`config.mk`:
```
export PLATFORM = sky130hd
export DESIGN_NAME = code_conv_arbiter
export DESIGN_NICKNAME = d
export VERILOG_FILES = /design/src/rtl/code_conv_arbiter.sv
export SDC_FILE = /design/constraint.sdc
export NUM_CORES = 1
export LEC_CHECK = 0
export BUFFER_PORTS_ARGS = -buffer_cell sky130_fd_sc_hd__buf_2
export CAP_MARGIN = 15
export CORE_AREA = 2 2 39 41
export CTS_BUF_LIST = sky130_fd_sc_hd__clkbuf_8
export DETAILED_ROUTE_END_ITERATION = 8
export DIE_AREA = 0 0 41 43
export GPL_TIMING_DRIVEN = 0
export PLACE_DENSITY = 0.68
export SYNTH_ARGS = -nofsm -noshare
export SYNTH_HDL_FRONTEND = slang
export SYNTH_SLANG_ARGS = --single-unit
export TNS_END_PERCENT = 50
```
`constraint.sdc`:
```
create_clock -name clk -period 3.6 [get_ports clk]
set_input_delay 0.36 -clock clk [delete_from_list [all_inputs] [get_ports clk]]
set_output_delay 0.36 -clock clk [all_outputs]
set_load 0.02 [all_outputs]
```
`src/rtl/code_conv_arbiter.sv`:
```
// Two-requester round-robin arbiter in front of one shared binary/Gray
// converter, with a single registered result stage under valid/ready flow control.
module code_conv_arbiter #(
  parameter int W = 4
) (
  input  logic         clk,
  input  logic         rst,
  input  logic         req0_valid,
  output logic         req0_ready,
  input  logic [W-1:0] req0_data,
  input  logic         req0_mode,
  input  logic         req1_valid,
  output logic         req1_ready,
  input  logic [W-1:0] req1_data,
  input  logic         req1_mode,
  output logic         out_valid,
  input  logic         out_ready,
  output logic [W-1:0] out_data,
  output logic         out_id,
  output logic         out_mode
);

  typedef enum logic {EMPTY = 1'b0, FULL = 1'b1} state_e;

  state_e         state_q, state_d;
  logic [W-1:0]   data_q, data_d;
  logic           id_q, id_d;
  logic           mode_q, mode_d;
  logic           last_grant_q, last_grant_d;

  logic           can_accept;
  logic           grant_vld;
  logic           grant_id;
  logic           accept;
  logic [W-1:0]   sel_data;
  logic           sel_mode;

  // Mode 0: binary->Gray. Mode 1: Gray->binary via a running XOR from the MSB down.
  function automatic logic [W-1:0] conv(input logic [W-1:0] v, input logic m);
    logic [W-1:0] r;
    r = '0;
    if (!m) begin
      r = v ^ (v >> 1);
    end else begin
      r[W-1] = v[W-1];
      for (int i = W - 2; i >= 0; i--) r[i] = r[i+1] ^ v[i];
    end
    return r;
  endfunction

  assign out_valid = (state_q == FULL);
  assign out_data  = data_q;
  assign out_id    = id_q;
  assign out_mode  = mode_q;

  // Grant selection: a lone requester wins; under contention the one not served last wins.
  always_comb begin
    can_accept = ~out_valid | out_ready;
    grant_vld  = req0_valid | req1_valid;
    grant_id   = (req0_valid & req1_valid) ? ~last_grant_q : req1_valid;
    req0_ready = ~rst & can_accept & grant_vld & ~grant_id;
    req1_ready = ~rst & can_accept & grant_vld &  grant_id;
    accept     = (req0_valid & req0_ready) | (req1_valid & req1_ready);
    sel_data   = grant_id ? req1_data : req0_data;
    sel_mode   = grant_id ? req1_mode : req0_mode;
  end

  // Next state of the result register: reload on accept, empty on drain-only, else hold.
  always_comb begin
    state_d      = state_q;
    data_d       = data_q;
    id_d         = id_q;
    mode_d       = mode_q;
    last_grant_d = last_grant_q;
    if (accept) begin
      state_d      = FULL;
      data_d       = conv(sel_data, sel_mode);
      id_d         = grant_id;
      mode_d       = sel_mode;
      last_grant_d = grant_id;
    end else if (out_valid && out_ready) begin
      state_d = EMPTY;
    end
  end

  // Registers; reset clears the result and biases the first contention toward requester 0.
  always_ff @(posedge clk) begin
    if (rst) begin
      state_q      <= EMPTY;
      data_q       <= '0;
      id_q         <= 1'b0;
      mode_q       <= 1'b0;
      last_grant_q <= 1'b1;
    end else begin
      state_q      <= state_d;
      data_q       <= data_d;
      id_q         <= id_d;
      mode_q       <= mode_d;
      last_grant_q <= last_grant_d;
    end
  end

endmodule

```
==> qor.yml <==
status:
  outcome: "finished clean"
critical_path:
  crit_chain: "nor2b_1, nor2_1, and2_2, buf_2"
  worst-path-buf-inv: 1
  critPathRequiredTime_ps: 3240
  critPathKind: "reg -> out"
  rr_endpoint: "out_data[0]"
  max_stage_delay_ps: 330
  cp_top_family: "simple AND/OR/NAND/NOR gates"
  start_kind: "flip-flop"
  crit_arrival_ps: 1310
  rrSetupSlack_ps: 2320
  critPathSlowestCell: "nor2b_1"
  crit_path_end_kind: "output port"
  r2r_start: "out_valid"
  crit_fanout: 3
  r2r_cells: 4
detailed_routing:
  remaining_drc_errors: 0
  routed_wl_um: 984
  viasPerCell: 4.928
  drt-pass1-iter-count: 2
  via_count: 478
  postRouteAntennaNets: 0
  drt_iter0_drc: 1
  wl_per_cell_um: 10.14
synth:
  synth.distinct_cells: 26
  avgSynthCellArea_sq_um: 9.049
  syn_area_sq_um: 506.7
  synth-seq-cells: 8
  ys.warnings.count: 0
  syn_inst: 56
  syn-num-nets: 71
  ys_seq_area_frac: 0.3160
place:
  port_buffers: 22
  hpwl_um: 810.5
  routabilityCongestion: 0.6686
  dpl-instance-area_sq_um: 636.9
sta:
  tightest_slew_ps: 351.5
  rsz0062_at_grt: "no"
  max_freq_mhz: 599.5
  finalCritPeriodShare: 0.4634
  final-hold-violation-count: 0
  final_max_slew_viol_count: 0
  tns_ps: 0
  setup_viol: 0
  period_minus_slack_ps: 1668
  max_slew_margin: 0.7649
  skew_ps: 1.379
layout:
  area_growth_pct: 33.83
  postLayoutCoreUtil: 0.4901
  antennaDiodeCount: 0
  nets: 98
  fillers: 145
  final_area_sq_um: 678.2
  layout-drive-gt1-share: 0.3580
min_path:
  hold_class: "in -> reg"
  min_path_cells: 2
  hp-start: "rst"
  min_to: "out_data[2]"
power:
  p_leak_nw: 0.3130
  p_per_area_nw_per_um2: 409.7
  max-vdd-ir-drop_uv: 136.2
die:
  boundaryPins: 24
  core_sq_um: 1384
  initial_core_util: 0.3662
  die_h_um: 43
  die-area_sq_um: 1763
  rows: 14
  fp.dieW_um: 41
clock_tree:
  cts-root-buf: "clkbuf_8"
  clockBufferDepth: 2
  cts_sinks: 8
  clk_latency_ps: 220
  htree_levels: 1
  cts_made_buffers: 3
  cts_resized: 0
  clk_pin_slew_ps: 40
  cts_setup_buffers: 0
  cts_tree: "built"
  cts_hold_buf: 0
global_route:
  grt_max_degree: 11
  antenna_found_initial: 0
  grt_pass1_vias: 408
  grt-ovfl-total: 0
  grt_first_pass_wirelength_um: 1469
  grt_use_total: 0.1227
run:
  cap_violations: 0
==> logic make-up after synthesis <==
| group | Yosys count | synth area share |
|---|---|---|
| muxes | 3 | 0.05926 |
| xor gates and xnor gates | 8 | 0.1383 |
| AOI/OAI and AO/OA | 13 | 0.2222 |
| and+or+nand+nor | 22 | 0.2470 |
| DFF | 8 | 0.3160 |
| buffers and inverters | 2 | 0.01727 |
==> cells in the final DEF (no fill, tap or decap), types with 2 or more instances in the layout <==
| master | count |
|---|---|
| buf_2 | 23 |
| dfxtp_1 | 8 |
| nor2_1 | 7 |
| nand2_1 | 4 |
| xor2_1 | 4 |
| xnor2_1 | 4 |
| mux2i_1 | 3 |
| a211oi_1 | 3 |
| nand2b_1 | 3 |
| clkbuf_8 | 3 |
| and3_1 | 2 |
| a21oi_1 | 2 |
==> sequential cells by signal, summed over array words and instances (netlist names) <==
signal        flops
last_grant_q      1
out_id            1
out_mode          1
out_data          4
out_valid         1
==> metrics by stage <==
step	total power, W	hold slack, ps	std cells	worst slack (ps)
floorplan	0.0001528	514.1	56	2182
global placement	0.0001761	456.0	94	2052
detailed placement	0.0001775	467.2	94	2051
CTS	0.0002832	454.1	97	1922
global route	0.0002964	469.0	97	1849
finish	0.0002778	454.7	97	1932
==> synth_stat cells <==
master	count	area share
mux2i_1	3	0.059
o32a_1	1	0.020
xor2_1	4	0.069
nor3_4	1	0.032
a21boi_4	1	0.037
and3_1	2	0.025
o32ai_1	1	0.017
inv_1	1	0.0074
nor2_1	7	0.052
and2_2	1	0.015
nor2b_1	1	0.012
o211ai_1	1	0.015
o21bai_1	1	0.015
nand2_1	4	0.030
nand3b_1	1	0.015
a211oi_1	3	0.044
nand2b_1	3	0.037
nor3b_1	1	0.015
xnor2_1	4	0.069
o311ai_0	1	0.017
a21bo_1	1	0.020
or2b_1	1	0.015
a21oi_1	2	0.020
dfxtp_1	8	0.32
buf_2	1	0.0099
a211o_1	1	0.017
==> worst reg2reg max path, stage by stage, from the launching register on <==
cell      delay, ps
dfxtp_1         300
nor2b_1         180
nor3_4          350
o311ai_0        220
o32ai_1         140
==> cell type report <==
type | count | area [sq um] | share of cell area
tap | 16 | 20.02 | 0.02952
timing repair buffer | 22 | 110.1 | 0.1624
clock buffer | 3 | 41.29 | 0.06089
inverter | 1 | 3.754 | 0.005535
buffer | 1 | 5.005 | 0.007380
sequential | 8 | 160.2 | 0.2362
multi-input combinational | 46 | 337.8 | 0.4982
==> per-layer routing <==
metal,share of wire,routed length (um),track usage,up-vias
met1,0.43,428,0.1456,208
met3,0.092,91,0.03141,0
met5,0,0,0,-
met2,0.47,464,0.1844,20
met4,0,0,0.08000,0
li1,-,-,-,250
==> power breakdown <==
part	internal [W]	switching [W]
Sequential	0.0000974	0.00000417
Clock	0.0000720	0.0000307
Combinational	0.0000331	0.0000405
==> worst max-delay path by stage <==
stage	from	to	slack, ps	cells after the start
4_1_cts	out_valid	req1_ready	1920	4
3_3_place_gp	out_ready	req1_ready	2050	5
5_1_grt	out_valid	req1_ready	1850	4
2_1_floorplan	out_valid	req0_ready	2180	3
3_5_place_dp	out_ready	req1_ready	2050	5
6_report	out_valid	req1_ready	1930	4
(Power assumes the default switching activity.)
